File: config.mk
export PLATFORM = sky130hd
export DESIGN_NAME = micro_sequencer
export DESIGN_NICKNAME = d
export VERILOG_FILES = /design/src/rtl/micro_sequencer.sv
export SDC_FILE = /design/constraint.sdc
export NUM_CORES = 1
export LEC_CHECK = 0
export BUFFER_PORTS_ARGS = -buffer_cell sky130_fd_sc_hd__buf_2
export CAP_MARGIN = 20
export CELL_PAD_IN_SITES_DETAIL_PLACEMENT = 1
export CELL_PAD_IN_SITES_GLOBAL_PLACEMENT = 1
export CORE_UTILIZATION = 39
export CTS_CLUSTER_SIZE = 28
export DETAILED_ROUTE_END_ITERATION = 7
export GPL_ROUTABILITY_DRIVEN = 0
export PLACE_DENSITY = 0.95
export SETUP_SLACK_MARGIN = 0.02
export SLEW_MARGIN = 20
export SYNTH_ARGS = -nofsm -noshare
export SYNTH_HDL_FRONTEND = slang
export SYNTH_SLANG_ARGS = --single-unit
export TNS_END_PERCENT = 5
File: constraint.sdc
create_clock -name clk -period 3.4 [get_ports clk]
set_input_delay 0.68 -clock clk [delete_from_list [all_inputs] [get_ports clk]]
set_output_delay 0.68 -clock clk [all_outputs]
set_load 0.05 [all_outputs]
File: src/rtl/micro_sequencer.sv
// Micro-program sequencer: dispatches macro opcodes into control-store routines.
// Optional retire watchdog enabled by defining USEQ_WATCHDOG_EN.
module micro_sequencer #(
  parameter int MINST_WIDTH = 44,
  parameter int UPC_WIDTH   = 8,
  parameter int WDOG_LIMIT  = 64
) (
  input  logic                   clk,
  input  logic                   rst_n,
  input  logic                   instr_valid,
  input  logic [31:0]            instr_in,
  output logic                   instr_ready,
  output logic [31:0]            instr_q,
  output logic                   cs_rd_en,
  output logic [UPC_WIDTH-1:0]   cs_addr,
  input  logic [MINST_WIDTH-1:0] cs_data,
  input  logic                   alu_flag_z,
  input  logic                   dp_stall,
  output logic [MINST_WIDTH-1:0] minstr_out,
  output logic                   minstr_valid,
  output logic                   seq_busy,
  output logic                   seq_done,
  output logic                   wdog_err
);

  typedef enum logic [1:0] {
    IDLE,
    FETCH,
    LOAD,
    ISSUE
  } state_t;

  state_t                 state_q, state_d;
  logic [UPC_WIDTH-1:0]   upc_q, upc_d;
  logic [MINST_WIDTH-1:0] mir_q, mir_d;
  logic [31:0]            ir_q, ir_d;
  logic                   done_q, done_d;

  logic [2:0]           br_t;
  logic [UPC_WIDTH-1:0] br_tgt;
  logic                 is_end;
  logic                 retire;

  assign br_t   = mir_q[MINST_WIDTH-1 -: 3];
  assign br_tgt = mir_q[10 +: UPC_WIDTH];
  assign is_end = (br_t == 3'b111);

`ifdef USEQ_WATCHDOG_EN
  localparam int WCW = $clog2(WDOG_LIMIT + 1);
  logic [WCW-1:0] wcnt_q, wcnt_d;
  logic           werr_q, werr_d;
`endif

  always_comb begin
    state_d = state_q;
    upc_d   = upc_q;
    mir_d   = mir_q;
    ir_d    = ir_q;
    done_d  = 1'b0;
    retire  = 1'b0;
    unique case (state_q)
      IDLE: begin
        if (instr_valid) begin
          ir_d    = instr_in;
          upc_d   = UPC_WIDTH'({instr_in[31:27], 3'b000});
          state_d = FETCH;
        end
      end
      FETCH: state_d = LOAD;
      LOAD: begin
        mir_d   = cs_data;
        state_d = ISSUE;
      end
      ISSUE: begin
        if (!dp_stall) begin
          retire  = 1'b1;
          state_d = FETCH;
          unique case (1'b1)
            (br_t == 3'b100): upc_d = br_tgt;
            (br_t == 3'b011): upc_d = alu_flag_z ? br_tgt : upc_q + 1'b1;
            is_end: begin
              state_d = IDLE;
              done_d  = 1'b1;
            end
            default: upc_d = upc_q + 1'b1;
          endcase
        end
      end
      default: state_d = IDLE;
    endcase
`ifdef USEQ_WATCHDOG_EN
    wcnt_d = wcnt_q;
    werr_d = werr_q;
    if (state_q == IDLE && instr_valid) wcnt_d = '0;
    // Runaway routine: abort on the limit-th retire unless it is the end.
    if (retire && !is_end) begin
      wcnt_d = wcnt_q + 1'b1;
      if (wcnt_q == WCW'(WDOG_LIMIT - 1)) begin
        state_d = IDLE;
        werr_d  = 1'b1;
      end
    end
`endif
  end

  always_ff @(posedge clk or negedge rst_n) begin
    if (!rst_n) begin
      state_q <= IDLE;
      upc_q   <= '0;
      mir_q   <= '0;
      ir_q    <= '0;
      done_q  <= 1'b0;
    end else begin
      state_q <= state_d;
      upc_q   <= upc_d;
      mir_q   <= mir_d;
      ir_q    <= ir_d;
      done_q  <= done_d;
    end
  end

`ifdef USEQ_WATCHDOG_EN
  always_ff @(posedge clk or negedge rst_n) begin
    if (!rst_n) begin
      wcnt_q <= '0;
      werr_q <= 1'b0;
    end else begin
      wcnt_q <= wcnt_d;
      werr_q <= werr_d;
    end
  end
  assign wdog_err = werr_q;
`else
  assign wdog_err = 1'b0;
`endif

  assign instr_ready  = (state_q == IDLE);
  assign instr_q      = ir_q;
  assign cs_rd_en     = (state_q == FETCH);
  assign cs_addr      = upc_q;
  assign minstr_out   = mir_q;
  assign minstr_valid = (state_q == ISSUE);
  assign seq_busy     = (state_q != IDLE);
  assign seq_done     = done_q;

endmodule
**Word-level counts from Yosys, hierarchy flattened**

Index checks and enable logic that the tools add are counted.

- Output and inout port bits: 90
- Bits in registers: 87
- Input bits: 81
- Word-level logic and storage cells: 33

- $add $sub $neg: 1
- Equal/unequal tests: 9
- Reduce and logical (&&, ||, !) cells: 6
- Multiplexer cells: 12

Operators with widths:

| operator | count |
|---|---|
| $mux 8 | 3 |
| $pmux 8 s3 | 1 |
| $pmux 8 s2 | 1 |
| $add 8x1->8 const B | 1 |
| $pmux 2 s4 | 1 |
| $eq 3x3->1 const B | 2 |
| $ne 2x2->1 const B | 3 |
| $eq 2x2->1 const B | 2 |
| $mux 1 | 4 |
| $mux 2 | 2 |
| $reduce_and 2->1 | 2 |
| $reduce_and 4->1 | 1 |
| $reduce_bool 2->1 | 2 |
| $eq 3x2->1 const B | 1 |
| $eq 2x1->1 const B | 1 |
| $logic_not 2->1 | 1 |

**Longest topological paths before layout**

- Word-level depth: 5
- Gate-level depth with buffers: 7
- Depth with buffers taken out: 6

**Least setup slack after synthesis**

Ideal clock, no wire load.

- Kind: reg2reg
- Start: register state_q[0]
- End: register upc_q[2], in the netlist cs_addr[2]
- Buffers on the path: 1
- Data required time: 3.277 ns
- Setup slack: 1.131 ns
- Setup time: 0.123 ns
- Data arrival time: 2.146 ns
- Period minus slack after synthesis: 2.269 ns
- Cell stages (with the launch flop): 8
- Path through: dfrtp_1 inv_1 ha_1 inv_1 a2bb2oi_1 clkbuf_1 o311ai_2 o2bb2ai_1

- Longest elaborated chain between the ends: 3
- Elaborated cells between the ends (all ways): 8
- Those cells by class: eq/ne: 4; mux: 1; reduce/logical: 3

RTL lines:

| what | line | text |
|---|---|---|
| start, declared | 33 | `state_t state_q, state_d;` |
| start signal, assigned | 114 | `state_q <= state_d;` |
| $logic_not 2->1 * | - |  |
| via instr_ready | 12 | `output logic instr_ready,` |
| $ne 2x2->1 (no line) / $reduce_bool 2->1 (equally long branches) | - |  |
| $reduce_and 4->1 (no line) | - |  |
| end signal, assigned | 115 | `upc_q <= upc_d;` |
| end, declared | 34 | `logic [UPC_WIDTH-1:0] upc_q, upc_d;` |

Mark *: on every way through the listed nets, which the timed path passes. The rest lies on a longest branch.
A chain may end at the register's enable or synchronous reset.

**Worst setup path after layout**

- Start: register state_q[0]
- End: output minstr_valid

- Longest elaborated chain between the ends: 1

RTL lines:

| what | line | text |
|---|---|---|
| $eq 2x2->1 | 142 | `assign minstr_valid = (state_q == ISSUE);` |
| end, declared | 20 | `output logic minstr_valid,` |

Every way passes these cells.

==> impl_metrics.yaml <==
drt:
  vias: 2699
  drc: 0
  antenna_left: 0
  routed_wl_mm: 9.175
  vias_per_cell: 5.054
  detail_route.wl_per_cell_um: 17.18
  dr.first_iter.drc_count: 58
  dr.pass1.iters: 4
clock_network:
  cts.repair.resized: 0
  cts-buffers-inserted: 9
  root_buffer: "clkbuf_8"
  clock-sinks: 87
  ctsLongestPathBuffers: 2
  cts_tree: "yes"
  clk_pin_slew_ns: 0.08
  htreeDepth: 3
  clk_latency_ns: 0.35
  cts_setup_buffers: 0
  postCtsHoldBufs: 0
critical_path:
  critPathLaunchType: "register"
  end_kind: "output pin"
  required_ns: 2.72
  critPathMaxFanout: 16
  path_class: "register to output pin"
  arrival_ns: 1.71
timing:
  setup_slack_ns: 1.006
  finalSetupViolCount: 0
  finClkSkew_ns: 0.008998
  worst_pin_slew_ns: 1.039
  period_share_pct: 70.41
  tns_ns: 0
  timing.hold.ws_ns: 0.3799
  slew_viol_final: 0
  period_needed_ns: 2.394
  finalHoldViolations: 0
  relSlewSlack_pct: 30.74
  max_freq_mhz: 417.7
  rsz0062_at_grt: "false"
die:
  start_util_pct: 40.99
  io_pins: 171
  die_x_um: 98.67
  die_h_um: 98.67
  die-area_mm2: 0.009736
  num_rows: 34
  core_mm2: 0.008891
finish:
  final_common_cell: "buf_2"
  multiInputGateArea_mm2: 0.001380
  nFillCells: 970
  register_area_mm2: 0.002177
  layout-drive-gt1-share_pct: 63.29
  area_growth_pct: 30.52
  nNetsFinal: 506
  final_cells: 534
  final_cell_mix: "buf_2 (168), dfrtp_1 (87), mux2_2 (77)"
placed_design:
  dpl.cell_count: 517
  hpwl_mm: 7.044
  port_buffers: 169
  post-place-ws_ns: 1.349
grt:
  met3_usage_pct: 6.170
  grtUsageMet2_pct: 38.79
  first_global_vias: 3125
  grt_pass1_wl_mm: 15.22
  antenna_found_initial: 0
  grt_usage_pct: 20.26
  busiest_layer: "met2"
  grt-ovfl-total: 0
  grt_use_met1_pct: 20.91
  grt_max_degree: 88
synthesis:
  synth.yosys.seq_area_share_pct: 59.73
  netlist_instances: 252
  synth_cell_types: 34
  synthesis.nets: 338
  ys_ff_latch: 87
  mappedNetlistArea_mm2: 0.003645
  synth_area_per_cell_um2: 14.46
  yosys_warnings: 0
run_status:
  status: "complete, no violations"
job:
  maxCapViolations: 0
min_path:
  hold_class: "primary input to async pin"
state kept, by name, indices dropped and copies added, names as in the netlist:
register    flops
minstr_out     44
instr_q        32
state_q         2
cs_addr         8
seq_done        1
metrics by stage:
stage	util, %	instance area, um2
finish	53.50	4757
global route	53.48	4755
CTS	53.43	4751
detailed placement	51.45	4574
global placement	51.45	4574
floorplan	-	3645
logic make-up (layout without fill, tap and decap cells):
family | after synthesis | after routing | share of synthesized area [%]
AOI/OAI and AO/OA | 33 | 33 | 7.037
xor gates and xnor gates | 2 | 2 | 0.4807
adders and majority gates | 5 | 5 | 1.716
buffers and inverters | 19 | 192 | 2.472
DFF | 87 | 87 | 59.73
muxes | 78 | 78 | 24.06
other | 1 | 2 | 0.1029
and+or+nand+nor | 27 | 27 | 4.394
final timing paths:
path                                               to  depth (start not counted)                     from  slack [ns]
max                                      minstr_valid                          2   state_q[0]$_DFFE_PN0P_        1.01
max reg2reg                    cs_addr[3]$_DFFE_PN0P_                          4   state_q[0]$_DFFE_PN0P_        1.35
min                        minstr_out[29]$_DFFE_PN0N_                          1                    rst_n        0.38
min reg2reg                   instr_q[29]$_DFFE_PN0P_                          1  instr_q[29]$_DFFE_PN0P_        0.51
max in group asynchronous      cs_addr[3]$_DFFE_PN0P_                          1                    rst_n        2.49
min in group clk              instr_q[29]$_DFFE_PN0P_                          1  instr_q[29]$_DFFE_PN0P_        0.51
cell usage after synthesis:
cell type,count,area share [%]
dfrtp_1,87,60
nand2_1,5,0.51
nor2_1,1,0.10
a21oi_1,7,0.96
nor3_1,4,0.55
o21bai_1,5,1.0
ha_1,5,1.7
o22ai_1,2,0.34
mux2_2,77,24
or2_1,1,0.17
nor4b_1,1,0.24
o22a_1,1,0.24
nor3b_2,1,0.34
a31oi_1,6,1.0
and4b_4,1,0.38
inv_1,5,0.51
buf_6,2,0.62
mux2i_1,1,0.27
conb_1,1,0.10
a2bb2oi_1,1,0.24
o311ai_2,4,1.8
o2bb2ai_1,1,0.24
o21a_1,3,0.62
nand3_1,5,0.69
o21ai_0,1,0.14
and2_0,1,0.17
nor3b_1,1,0.21
nand2b_1,5,0.86
xnor2_1,2,0.48
o211ai_1,2,0.41
buf_1,7,0.72
buf_4,1,0.21
clkbuf_1,4,0.41
nand4_1,1,0.17
area by class of cell:
cell class	count	share of cell area [%]
inverter	5	0.3945
clock inverter	4	0.6575
antenna	1	0.05260
timing repair buffer	171	18.23
sequential	87	45.77
multi-input combinational	146	29.01
clock buffer	12	3.051
tap	108	2.841
critical path, cell delays in order, from the launching register on:
cell     delay (ns)
dfrtp_1        0.45
ha_1           0.55
buf_2          0.37
routing by layer:
metal	vias up	wire (um)
li1	1243	-
met1	1347	3364
met2	97	5161
met3	12	540
met4	0	109
met5	-	0
Power is left out: the tool's default activity adds up to more than one toggle a clock period on the data nets, which glitch-free logic cannot reach.
